File: src/rtl/alu_sequencer.sv
// alu_sequencer: multi-cycle command front end for the combinational 32-bit ALU.
// Screens commands for illegal opcodes and zero divisors, registers legal
// operands onto the ALU inputs, captures the ALU result and returns it over a
// held valid/ready response, while counting good and rejected responses.
module alu_sequencer #(
    parameter int unsigned DATA_WIDTH      = 32,
    parameter int unsigned OPCODE_WIDTH    = 6,
    parameter int unsigned OP_COUNT_WIDTH  = 16,
    parameter int unsigned ERR_COUNT_WIDTH = 8
) (
    input  logic                       clock,
    input  logic                       reset,
    input  logic                       cmdValid,
    output logic                       cmdReady,
    input  logic [OPCODE_WIDTH-1:0]    cmdOpCode,
    input  logic [DATA_WIDTH-1:0]      cmdData1,
    input  logic [DATA_WIDTH-1:0]      cmdData2,
    output logic [OPCODE_WIDTH-1:0]    aluOpCode,
    output logic [DATA_WIDTH-1:0]      aluInputData1,
    output logic [DATA_WIDTH-1:0]      aluInputData2,
    input  logic [DATA_WIDTH-1:0]      aluOutputData,
    output logic                       rspValid,
    input  logic                       rspReady,
    output logic [DATA_WIDTH-1:0]      rspData,
    output logic                       rspError,
    output logic [OP_COUNT_WIDTH-1:0]  opCount,
    output logic [ERR_COUNT_WIDTH-1:0] errCount,
    output logic                       busy
);

    localparam logic [1:0] IDLE  = 2'd0;
    localparam logic [1:0] ISSUE = 2'd1;
    localparam logic [1:0] RESP  = 2'd2;

    localparam logic [OPCODE_WIDTH-1:0] OP_DIV  = OPCODE_WIDTH'(3);
    localparam logic [OPCODE_WIDTH-1:0] OP_MOD  = OPCODE_WIDTH'(4);
    localparam logic [OPCODE_WIDTH-1:0] OP_LAST = OPCODE_WIDTH'(13);

    logic [1:0] state;
    logic       cmdAccept;
    logic       rspAccept;
    logic       cmdIllegal;

    // Handshake qualifiers and command screening
    always_comb begin
        cmdReady   = (state == IDLE);
        rspValid   = (state == RESP);
        busy       = (state != IDLE);
        cmdAccept  = cmdValid && cmdReady;
        rspAccept  = rspValid && rspReady;
        cmdIllegal = (cmdOpCode > OP_LAST) ||
                     (((cmdOpCode == OP_DIV) || (cmdOpCode == OP_MOD)) && (cmdData2 == '0));
    end

    // Sequencer FSM with operand, response and counter registers
    always_ff @(posedge clock or negedge reset) begin
        if (!reset) begin
            state         <= IDLE;
            aluOpCode     <= '0;
            aluInputData1 <= '0;
            aluInputData2 <= '0;
            rspData       <= '0;
            rspError      <= 1'b0;
            opCount       <= '0;
            errCount      <= '0;
        end else begin
            case (state)
                IDLE: begin
                    if (cmdAccept) begin
                        if (cmdIllegal) begin
                            rspData  <= '0;
                            rspError <= 1'b1;
                            state    <= RESP;
                        end else begin
                            aluOpCode     <= cmdOpCode;
                            aluInputData1 <= cmdData1;
                            aluInputData2 <= cmdData2;
                            state         <= ISSUE;
                        end
                    end
                end
                ISSUE: begin
                    rspData  <= aluOutputData;
                    rspError <= 1'b0;
                    state    <= RESP;
                end
                RESP: begin
                    if (rspAccept) begin
                        state <= IDLE;
                        if (rspError) begin
                            if (errCount != '1) begin
                                errCount <= errCount + 1'b1;
                            end
                        end else begin
                            opCount <= opCount + 1'b1;
                        end
                    end
                end
                default: state <= IDLE;
            endcase
        end
    end

endmodule

File: config.mk
export PLATFORM = sky130hd
export DESIGN_NAME = alu_sequencer
export DESIGN_NICKNAME = d
export VERILOG_FILES = /design/src/rtl/alu_sequencer.sv
export SDC_FILE = /design/constraint.sdc
export NUM_CORES = 1
export LEC_CHECK = 0
export CAP_MARGIN = 20
export CORE_UTILIZATION = 46
export CTS_BUF_LIST = sky130_fd_sc_hd__clkbuf_4 sky130_fd_sc_hd__clkbuf_8 sky130_fd_sc_hd__clkbuf_16
export DETAILED_ROUTE_END_ITERATION = 8
export PLACE_DENSITY = 0.82
export SYNTH_ARGS = -nofsm -noshare
export SYNTH_HDL_FRONTEND = slang
export SYNTH_SLANG_ARGS = --single-unit
File: constraint.sdc
create_clock -name clock -period 4.7 [get_ports clock]
set_input_delay 0.705 -clock clock [delete_from_list [all_inputs] [get_ports clock]]
set_output_delay 0.705 -clock clock [all_outputs]
set_load 0.01 [all_outputs]
==> Word level (Yosys, flattened, before mapping) <==
Index checks and enable logic that the tools add are counted.
{ "totals": {"register_bits": 129, "input_bits": 106, "output_inout_bits": 130, "elab_cells": 45} }
{ "classes": {"addsub": 2, "n_lt_le_gt_ge": 1, "n_eq_ne": 8, "muxes": 10, "n_bitwise": 2, "reduce_logical": 14} }
{ "ops": {"columns": ["op", "count"], "rows": [
  ["32-bit 2-to-1 mux", 2],
  ["32-bit case mux with 2 select lines", 1],
  ["32-bit zero test", 1],
  ["16-bit by 1-bit adder with 16-bit output, second input constant", 1],
  ["3-bit AND reduction", 3],
  ["8-bit by 1-bit adder with 8-bit output, second input constant", 1],
  ["8-bit != test, second input constant", 1],
  ["6-bit by 2-bit == test with 1-bit output, second input constant", 1],
  ["6-bit by 3-bit == test with 1-bit output, second input constant", 1],
  ["6-bit by 4-bit greater-than comparator with 1-bit output, second input constant", 1],
  ["2-bit 2-to-1 mux", 3],
  ["2-bit by 1-bit != test with 1-bit output, second input constant", 3],
  ["2-bit case mux with 3 select lines", 1],
  ["4-bit AND reduction", 1],
  ["2-bit nonzero test", 2],
  ["1-bit logical AND", 3],
  ["2-bit by 1-bit == test with 1-bit output, second input constant", 1],
  ["2-bit == test, second input constant", 1],
  ["2-bit zero test", 1],
  ["1-bit logical OR", 2],
  ["1-bit 2-to-1 mux", 2],
  ["1-bit inverter", 2],
  ["1-bit case mux with 2 select lines", 1],
  ["2-bit AND reduction", 1]
]} }

==> Longest topological paths before layout <==
Gate-level depths: netlist (run 1).
{ "logic_depth": {"ltp_word": 7, "depth_mapped": 7, "mapped_depth_nobuf": 6} }

==> Least setup slack after synthesis (run 1) <==
Ideal clock, no wire load.
{ "synth_path": {"path_type": "input port to flip-flop", "from": "input port cmdData2[3]", "to": "register aluInputData1[0]", "setup_time_ps": 125, "t_arrival_ps": 2365, "required_ps": 4575, "path_slack_ps": 2209, "path_stages": 7, "n_path_buf": 2, "path_cell_list": "nor4_1 > nand4_1 > or4_1 > and4_4 > buf_12 > buf_12 > mux2_4"} }
{ "synth_via": {"elab_chain_len": 5} }
{ "synth_rtl": {"columns": ["item", "line", "text"], "rows": [
  ["start: declaration", "17", "input logic [DATA_WIDTH-1:0] cmdData2,"],
  ["32-bit zero test", "52", "(((cmdOpCode == OP_DIV) || (cmdOpCode == OP_MOD)) && (cmdData2 == '0));"],
  ["1-bit logical AND", "52", null],
  ["1-bit logical OR", "51", "cmdIllegal = (cmdOpCode > OP_LAST) ||"],
  ["1-bit inverter (no line)", null, null],
  ["3-bit AND reduction (no line)", null, null],
  ["end signal: assignment", "76", "aluInputData1 <= cmdData1;"],
  ["end: declaration", "19", "output logic [DATA_WIDTH-1:0] aluInputData1,"]
]} }
Every way passes these cells.
A chain may end at the register's enable or synchronous reset.

==> Worst setup path after layout (run 1) <==
{ "layout_path": {"from": "input port cmdOpCode[2]", "to": "register aluInputData2[0]"} }
{ "layout_via": {"elab_chain_len": 6, "word_cells_on_any_way": 8, "cone_classes": "order compare (1); eq/ne (2); bitwise (1); reduce/logical (4)"} }
{ "layout_rtl": {"columns": ["item", "line", "text"], "rows": [
  ["start: declaration", "15", "input logic [OPCODE_WIDTH-1:0] cmdOpCode,"],
  ["parallel branches: the longest is 3 deep, another holds 6-bit by 4-bit greater-than comparator with 1-bit output", null, null],
  ["1-bit logical OR *", "51", null],
  ["1-bit inverter (no line) *", null, null],
  ["3-bit AND reduction (no line) *", null, null],
  ["end signal: assignment", "77", "aluInputData2 <= cmdData2;"],
  ["end: declaration", "20", "output logic [DATA_WIDTH-1:0] aluInputData2,"]
]} }
Every way passes the cells marked *.

==> reports/results.tsv, run 1 <==
metric	value	unit
H-tree Lvls	4	
RR Startpoint	state[1]	
Root Buffer	clkbuf_16	
setup bufs post-CTS	0	
syn_nets	516	
Async SR Flop Fraction	100	%
hold buffers post-CTS	0	
overall power consumption	4280	uW
antenna-violating nets left	0	
fmax	0.303	GHz
synth top area cells	dfrtp_1 (59%), mux2_4 (18%), nand2_1 (5.2%), buf_12 (2.9%), o21ai_0 (2.9%)	
chip height	111	um
GP Congestion	0.888	
drt drc	24	
Avg Cell Area, Syn	13.4	um2
CTS tree	yes	
outcome	finished with violations	
first-pass GRT wire length	22600	um
Max Cap Violations	0	
CP Class	in -> reg	
register area share after synthesis	58.9	%
Pre-antenna DRT Iters	7	
Nets	756	
Yosys warnings	0	
synth unique cells	34	
vias in the first global route	4370	
Ports	236	
Worst setup EP type	register	
initial antenna violation count	0	
GRT Util Overall	23.8	%
post-cts resize count	0	
Clock transition at path regs	0.05	ns
Site Rows	39	
worst hold slack	0.369	ns
post-synthesis cell area	5480	um2
Slew @ Worst Pin	0.812	ns
flops & latches, synth	129	
Die W	111	um
# diodes	0	
worst-path maximum fanout	44	
GRT overflow	0	
post-synth top area cell	dfrtp_1	
Worst setup SP type	input pin	
area of the multi-input gates	2040	um2
leakage power	0.00367	uW
Final Hold Fails	0	
Core Util, Final	73.4	%
largest net degree at the start of global routing	70	
Peak supply drop	0.294	mV
WP data arrival	3.59	ns
post-layout min period	3.30	ns
RSZ-0062 raised after global routing	no	
clk sink count	129	
pre-CTS setup slack	1.07	ns
Post-synth top flop	dfrtp_1	
share of the synthesized area in the top cell type	58.9	%
worst r2r dst	aluInputData2[0]	
FF-to-FF path depth	4	
Worst Hold Class	in -> async	
count leader, synth	dfrtp_1	
area grow syn2layout	54.2	%
Clock Skews	0.00644	ns
final setup fails	0	
core area	11500	um2
top post-synthesis cells by count	dfrtp_1 (129), nand2_1 (76), mux2_4 (67)	
worst setup margin	1.40	ns
Data required, critical path	4.99	ns
FF+latch area	3230	um2
Num CTS Buffers	17	
final WL	14300	um
Slew headroom	45.9	%
drt first-iter violations	221	
setup TNS	0	ns
clk_lat worst skew	0.41	ns
CP peak stage delay	0.79	ns
worst-path cell chain	clkdlybuf4s50_1 > and3b_2 > a21oi_1 > or4_1 > and4_4 > buf_4 > mux2_2	
post-DP HPWL	10200	um
synthesized instance count	408	
Initial Util	47.6	%
R2R Setup Slk	1.98	ns
DR WL/cell	17.8	um
Post-synth EDFFs	0	
Clock Tree Buf Depth	2	
pins over their slew limit	0	
pwr dens	506	nW/um2
filler cell count	770	
period utilization	70.2	%
failing checks	design-rule violations	
share of layout cells above drive strength 1	16.9	%
via count	4035	
detailed-route vias per instance	5.04	
Port-buffer cells	235	
critical path's slowest cell	and4_4	
die area	12400	um2
[cells in the final DEF (no fill, tap or decap), drive strengths merged, types with 3 or more instances in the layout]
cell	instances
nand2	76
o21ai	32
nand3	4
nor4	7
mux2	70
nor2	9
clkdlybuf4s50	234
xor2	9
buf	7
nand4	8
clkbuf	24
inv	3
and3	3
dfrtp	129
nor2b	4
xnor2	13
[stage by stage]
stage	area, um2	std cells
6_report	8450	801
5_1_grt	8450	801
4_1_cts	8450	801
3_5_place_dp	7870	772
3_3_place_gp	7870	772
2_1_floorplan	5480	408
[metal layers]
metal  share of wire (%)  GRT usage [%]  vias up
li1                    -              -     1878
met1                  39           26.7     1964
met4                 2.4           10.4        0
met3                 7.1           8.15       28
met2                  51           41.2      165
met5                   0              0        -
[power by group]
group | leakage (uW) | switching (uW) | total (uW) | internal, uW
Combinational | 0.00174 | 475 | 1370 | 898
Sequential | 0.00164 | 207 | 1610 | 1400
Clock | 0.000291 | 443 | 1290 | 851
[layout make-up]
cell class	count	area share, %
Clock buffer	24	6.02
Clock inverter	5	0.918
Inverter	3	0.133
Multi-Input combinational cell	256	24.2
Sequential cell	129	38.2
Tap cell	143	2.12
Timing Repair Buffer	241	28.5
[worst max-delay path, delay by kind of cell]
| family | cells | cell delay (ns) |
|---|---|---|
| AOI/OAI and AO/OA | 1 | 0.13 |
| buffers and inverters | 2 | 1.15 |
| muxes | 1 | 0.40 |
| and+or+nand+nor | 3 | 1.19 |
[worst max-delay path by stage]
stage	slack, ns	cells after the start	start	endpoint
after floorplan	2.21	7	cmdData2[3]	aluInputData1[0]
after global placement	1.14	7	cmdData2[3]	aluInputData2[2]
after detailed placement	1.07	7	cmdData2[29]	aluInputData1[20]
after CTS	1.44	7	cmdOpCode[2]	aluInputData2[0]
after global routing	1.34	7	cmdOpCode[2]	aluInputData2[0]
final	1.40	7	cmdOpCode[2]	aluInputData2[0]
[cell families (layout without fill, tap and decap cells)]
logic type      count (synthesis)  in the layout  share of synthesized area [%]
flops                         129            129                           58.9
compound gates                 38             38                           3.72
simple gates                  124            124                           10.5
xor+xnor                       22             22                           3.51
buf+inv                        23            273                           4.02
fa+ha+maj                       2              2                          0.456
mux                            70             70                           19.0
[flip-flops by register name, indices dropped and copies added (netlist names)]
signal / cells
opCount: 16
state: 2
rspData: 32
rspError: 1
errCount: 8
aluOpCode: 6
aluInputData1: 32
aluInputData2: 32
No activity file was read; power rests on OpenSTA's default activity.
==> run 2: changes to the inputs <==
--- a/config.mk
+++ b/config.mk
@@ -6,10 +6,10 @@
 export NUM_CORES = 1
 export LEC_CHECK = 0
 export CAP_MARGIN = 20
-export CORE_UTILIZATION = 46
+export CORE_UTILIZATION = 43
 export CTS_BUF_LIST = sky130_fd_sc_hd__clkbuf_4 sky130_fd_sc_hd__clkbuf_8 sky130_fd_sc_hd__clkbuf_16
 export DETAILED_ROUTE_END_ITERATION = 8
-export PLACE_DENSITY = 0.82
+export PLACE_DENSITY = 0.77
 export SYNTH_ARGS = -nofsm -noshare
 export SYNTH_HDL_FRONTEND = slang
 export SYNTH_SLANG_ARGS = --single-unit
==> constraint.sdc (replaced) <==
create_clock -name clock -period 3.4 [get_ports clock]
set_input_delay 0.51 -clock clock [delete_from_list [all_inputs] [get_ports clock]]
set_output_delay 0.51 -clock clock [all_outputs]
set_load 0.01 [all_outputs]
==> reports/results.tsv, run 2 (same netlist as run 1, synthesis figures left out) <==
metric	value	unit	change
CP Class	in -> reg		unchanged
share of layout cells above drive strength 1	17.7	%	was 16.9%
Max Cap Violations	0		unchanged
clk_lat worst skew	0.41	ns	about the same
Pre-antenna DRT Iters	4		was 7
GRT Util Overall	23.3	%	was 23.8%
R2R Setup Slk	1.33	ns	was 1.98 ns
worst r2r dst	aluInputData2[21]		was aluInputData2[0]
via count	4013		was 4035
post-layout min period	2.77	ns	
worst hold slack	0.208	ns	was 0.369 ns
largest net degree at the start of global routing	68		was 70
final setup fails	0		unchanged
clk sink count	129		unchanged
drt drc	0		was 24
logic gate share of total power	33.0	%	was 32.1%
leakage power	0.00368	uW	was 0.00367 uW
Num CTS Buffers	17		unchanged
Net Switching	1560	uW	was 1120 uW
Final Hold Fails	0		unchanged
WP data arrival	3.06	ns	was 3.59 ns
area grow syn2layout	54.8	%	was 54.2%
drt first-iter violations	171		was 221
detailed-route vias per instance	4.82		was 5.04
Worst Hold Class	in -> async		unchanged
GRT overflow	0		unchanged
Die W	115	um	was 111 um
Clock Skews	0.00540	ns	was 0.00644 ns
Worst setup SP type	input pin		unchanged
Data required, critical path	3.69	ns	was 4.99 ns
worst-path maximum fanout	26		was 44
Initial Util	44.9	%	was 47.6%
RSZ-0062 raised after global routing	no		unchanged
hold buffers post-CTS	0		unchanged
chip height	115	um	was 111 um
H-tree Lvls	4		unchanged
DR WL/cell	17.4	um	was 17.8 um
initial antenna violation count	0		unchanged
Port-buffer cells	235		unchanged
Root Buffer	clkbuf_16		unchanged
Clock transition at path regs	0.05	ns	about the same
most common cell after layout, fill and taps aside	clkdlybuf4s50_1		unchanged
pins over their slew limit	0		unchanged
overall power consumption	5760	uW	was 4280 uW
final WL	14500	um	was 14300 um
RR Startpoint	state[1]		unchanged
Worst setup EP type	register		unchanged
post-DP HPWL	10700	um	was 10200 um
outcome	finished, final reports clean		was finished with violations
period utilization	81.5	%	
first-pass GRT wire length	22800	um	was 22600 um
internal power	4200	uW	was 3150 uW
switch share	27.0	%	was 26.3%
setup TNS	0	ns	unchanged
Ports	236		unchanged
Site Rows	40		was 39
Peak supply drop	0.402	mV	was 0.294 mV
antenna-violating nets left	0		unchanged
fmax	0.361	GHz	
largest registers	aluInputData1 x32, aluInputData2 x32, rspData x32		unchanged
# diodes	0		unchanged
CTS tree	yes		unchanged
Seq pwr share	38.7	%	was 37.6%
most frequent cells in the layout	clkdlybuf4s50_1 (234), dfrtp_1 (129), nand2_1 (76)		unchanged
Slew headroom	42.7	%	was 45.9%
post-cts resize count	0		unchanged
setup bufs post-CTS	0		unchanged
Clock power frac	28.3	%	was 30.3%
Clock Tree Buf Depth	2		unchanged
core area	12200	um2	was 11500 um2
pwr dens	679	nW/um2	was 506 nW/um2
Nets	760		was 756
vias in the first global route	4282		was 4370
Slew @ Worst Pin	0.859	ns	was 0.812 ns
die area	13200	um2	was 12400 um2
FF-to-FF path depth	4		unchanged
GP Congestion	0.828		was 0.888
-- run 2: power by group through the flow --
stage	clock network, uW	logic [uW]	registers, uW
floorplan	0	612	2390
global placement	0	1870	2230
detailed placement	0	1920	2240
CTS	1650	1930	2230
global route	1740	2020	2280
finish	1630	1900	2230
-- run 2: worst max-delay path by stage --
stage | slack (ns) | endpoint | from
after CTS | 0.62 | aluInputData2[14] | cmdData2[2]
after detailed placement | 0.19 | aluInputData2[14] | cmdData2[2]
after global placement | 0.30 | aluInputData2[22] | cmdData2[2]
after global routing | 0.58 | aluInputData1[5] | cmdData2[2]
after floorplan | 1.10 | aluInputData1[0] | cmdData2[3]
final | 0.63 | aluInputData2[21] | cmdData2[2]
-- run 2: critical path, cell delays in order --
cell and delay (ns):
clkdlybuf4s50_1 0.44, nor4_1 0.45, nand4_1 0.16, or4_1 0.58, and4_4 0.36, buf_12 0.24
mux2_4 0.31
-- run 2: stage by stage --
stage | instance area (um2) | util [%] | cells | setup slack [ns]
2_1_floorplan | 5480 | - | 408 | 1.10
3_3_place_gp | 7930 | 65.0 | 800 | 0.304
3_5_place_dp | 7950 | 65.1 | 801 | 0.189
4_1_cts | 8490 | 69.5 | 833 | 0.622
5_1_grt | 8490 | 69.5 | 833 | 0.579
6_report | 8490 | 69.5 | 833 | 0.628
-- run 2: final cells by class --
| cell class | instances | area (um2) |
|---|---|---|
| inverters | 3 | 11.3 |
| well taps | 168 | 210 |
| repair buffers | 245 | 2460 |
| fillers | 898 | 3720 |
| multi-input cells | 256 | 2040 |
| clock inverters | 6 | 32.5 |
| flip-flops and latches | 129 | 3230 |
| clock buffers | 26 | 505 |
-- run 2: layer usage --
metal	track usage (%)	vias to the layer above	share of wire [%]
li1	-	1882	-
met1	26.8	1986	40
met2	39.7	130	52
met3	7.49	15	6.2
met4	10.5	0	1.6
met5	0	-	0
==> run 3: changes to the inputs <==
--- a/config.mk
+++ b/config.mk
@@ -6,10 +6,10 @@
 export NUM_CORES = 1
 export LEC_CHECK = 0
 export CAP_MARGIN = 20
-export CORE_UTILIZATION = 43
+export CORE_UTILIZATION = 38
 export CTS_BUF_LIST = sky130_fd_sc_hd__clkbuf_4 sky130_fd_sc_hd__clkbuf_8 sky130_fd_sc_hd__clkbuf_16
 export DETAILED_ROUTE_END_ITERATION = 8
-export PLACE_DENSITY = 0.77
+export PLACE_DENSITY = 0.72
 export SYNTH_ARGS = -nofsm -noshare
 export SYNTH_HDL_FRONTEND = slang
 export SYNTH_SLANG_ARGS = --single-unit
==> constraint.sdc (replaced) <==
create_clock -name clock -period 2.3 [get_ports clock]
set_input_delay 0.345 -clock clock [delete_from_list [all_inputs] [get_ports clock]]
set_output_delay 0.345 -clock clock [all_outputs]
set_load 0.01 [all_outputs]
==> reports/results.tsv, run 3 (same netlist as run 1, synthesis figures left out) <==
metric	value	unit	change
Initial Util	39.2	%	was 44.9%
period utilization	98.4	%	
detailed-route vias per instance	4.79		was 4.82
Num CTS Buffers	17		unchanged
GRT Util Overall	20.3	%	was 23.3%
Clock Tree Buf Depth	2		unchanged
Worst setup SP type	input pin		unchanged
Root Buffer	clkbuf_16		unchanged
Clock power frac	29.0	%	was 28.3%
Port-buffer cells	235		unchanged
CP peak stage delay	0.56	ns	was 0.58 ns
critical path's slowest cell	or4_4		was or4_1
leakage power	0.00386	uW	was 0.00368 uW
drt drc	0		unchanged
final setup fails	0		unchanged
setup TNS	0	ns	unchanged
GRT overflow	0		unchanged
logic gate share of total power	32.9	%	was 33.0%
final WL	14600	um	was 14500 um
Die W	122	um	was 115 um
largest net degree at the start of global routing	48		was 68
worst r2r dst	opCount[15]		was aluInputData2[21]
cell family with most CP delay	simple AND/OR/NAND/NOR gates		unchanged
Worst setup EP type	register		unchanged
post-layout min period	2.26	ns	
Clock transition at path regs	0.05	ns	about the same
chip height	122	um	was 115 um
GR Layer Usage met3	8.15	%	was 7.49%
CP Class	in -> reg		unchanged
Seq pwr share	38.1	%	was 38.7%
pwr dens	981	nW/um2	was 679 nW/um2
Slew headroom	63.7	%	was 42.7%
GRT busiest layer	met2		unchanged
Core Util, Final	63.2	%	was 69.5%
Hold Path Sink	aluInputData2[26]		
CTS tree	yes		unchanged
Critical Path Stages	7		unchanged
first-pass GRT wire length	22900	um	was 22800 um
Nets	788		was 760
R2R Setup Slk	0.37	ns	was 1.33 ns
worst-path cell chain	clkdlybuf4s50_1 > nor4_1 > nand3_1 > or4_4 > and4_4 > buf_12 > mux2_4		was clkdlybuf4s50_1 > nor4_1 > nand4_1 > or4_1 > and4_4 > buf_12 > mux2_4
H-tree Lvls	4		unchanged
most frequent cells in the layout	clkdlybuf4s50_1 (232), dfrtp_1 (129), nand2_1 (76)		was clkdlybuf4s50_1 (234), dfrtp_1 (129), nand2_1 (76)
switch share	26.8	%	was 27.0%
Peak supply drop	0.484	mV	was 0.402 mV
pins over their slew limit	0		unchanged
RR Startpoint	state[0]		was state[1]
share of layout cells above drive strength 1	21.3	%	was 17.7%
largest registers	aluInputData1 x32, aluInputData2 x32, rspData x32		unchanged
FF-to-FF path depth	6		was 4
drt first-iter violations	183		was 171
core area	14000	um2	was 12200 um2
Final Hold Fails	0		unchanged
WP data arrival	2.55	ns	was 3.06 ns
hold path cells	3		
via count	4166		was 4013
Max Cap Violations	0		unchanged
RSZ-0062 raised after global routing	no		unchanged
clk sink count	129		unchanged
internal power	6350	uW	was 4200 uW
Slew @ Worst Pin	0.545	ns	was 0.859 ns
die area	14900	um2	was 13200 um2
Pre-antenna DRT Iters	4		unchanged
most common cell after layout, fill and taps aside	clkdlybuf4s50_1		unchanged
hold wc startpoint	cmdData2[26]		
antenna-violating nets left	0		unchanged
Worst Hold Class	in -> reg		was in -> async
Clock Skews	0.00928	ns	was 0.00540 ns
Ports	236		unchanged
Site Rows	43		was 40
outcome	finished, final reports clean		unchanged
# diodes	0		unchanged
Data required, critical path	2.59	ns	was 3.69 ns
fmax	0.442	GHz	
area grow syn2layout	61.2	%	was 54.8%
vias in the first global route	4382		was 4282
initial antenna violation count	0		unchanged
GP Congestion	0.828		about the same
Net Switching	2320	uW	was 1560 uW
met1 global-route usage	23.4	%	was 26.8%
Buf+Inv Stages, Crit Path	2		unchanged
met2 usage	33.8	%	was 39.7%
DR WL/cell	16.8	um	was 17.4 um
post-DP HPWL	10600	um	was 10700 um
clk_lat worst skew	0.41	ns	about the same
worst-path maximum fanout	18		was 26
==> run 3: cell count changes in the layout (fill, tap and decap cells not counted), sizes merged <==
cell | previous run | this run
buf | 11 | 37
bufinv | 0 | 1
clkbuf | 26 | 24
clkdlybuf4s50 | 234 | 232
clkinv | 5 | 4
dlygate4sd3 | 0 | 1
dlymetal6s2s | 0 | 2
==> run 3: area by class of cell <==
cell class | count | area, um2
Sequential cell | 129 | 3230
Multi-Input combinational cell | 256 | 2070
Clock buffer | 23 | 495
Clock inverter | 6 | 57.6
Timing Repair Buffer | 273 | 2750
Inverter | 3 | 11.3
Tap cell | 180 | 225
Fill cell | 1081 | 5150
==> run 3: worst max-delay path by stage <==
stage / startpoint / end / slack (ns)
4_1_cts: cmdData2[29] / aluInputData1[21] / 0.02
6_report: cmdData2[21] / aluOpCode[0] / 0.04
3_5_place_dp: cmdData2[3] / aluInputData1[27] / -0.47
5_1_grt: cmdData2[21] / aluOpCode[2] / 0.002
3_3_place_gp: cmdData2[3] / aluInputData1[28] / -0.45
2_1_floorplan: cmdData2[3] / aluInputData1[0] / 0.17
==> run 3: what timing repair did <==
action / CTS / global route
pin swaps: 1 / 6
resized for setup: 2 / 6
buffers inserted: 0 / 1
endpoints found under the setup margin: 66 / 79
hold endpoints to repair: 39 / 0
hold buffers: 1 / 0
gates cloned: 0 / 1
==> run 3: power groups by stage <==
stage / Clock, uW / Sequential, uW / Combinational (uW)
after floorplan: 0 / 3530 / 905
after global routing: 2680 / 3380 / 3040
final: 2510 / 3300 / 2860
after global placement: 0 / 3300 / 2800
after CTS: 2570 / 3310 / 2880
after detailed placement: 0 / 3320 / 2870
==> run 3: tightest hold or removal path, stage by stage <==
cell	delay, ns
dlymetal6s2s_1	0.14
buf_4	0.12
mux2_4	0.12
==> run 3: stage by stage <==
step / cell area, um2 / total power (uW) / worst slack, ns / instances / hold WS [ns]
floorplan: 5480 / 4440 / 0.169 / 408 / 0.0494
global placement: 8210 / 6100 / -0.450 / 838 / 0.361
detailed placement: 8210 / 6190 / -0.474 / 838 / 0.371
CTS: 8780 / 8760 / 0.0210 / 868 / 0.464
global route: 8840 / 9100 / 0.00152 / 870 / 0.357
finish: 8840 / 8670 / 0.0362 / 870 / 0.357
==> run 3: metal layers <==
metal / vias up / part of all wire [%] / routed length, um
li1: 1933 / - / -
met4: 0 / 2.3 / 339
met1: 2036 / 41 / 5930
met3: 28 / 8.1 / 1190
met5: - / 0 / 0
met2: 169 / 49 / 7160
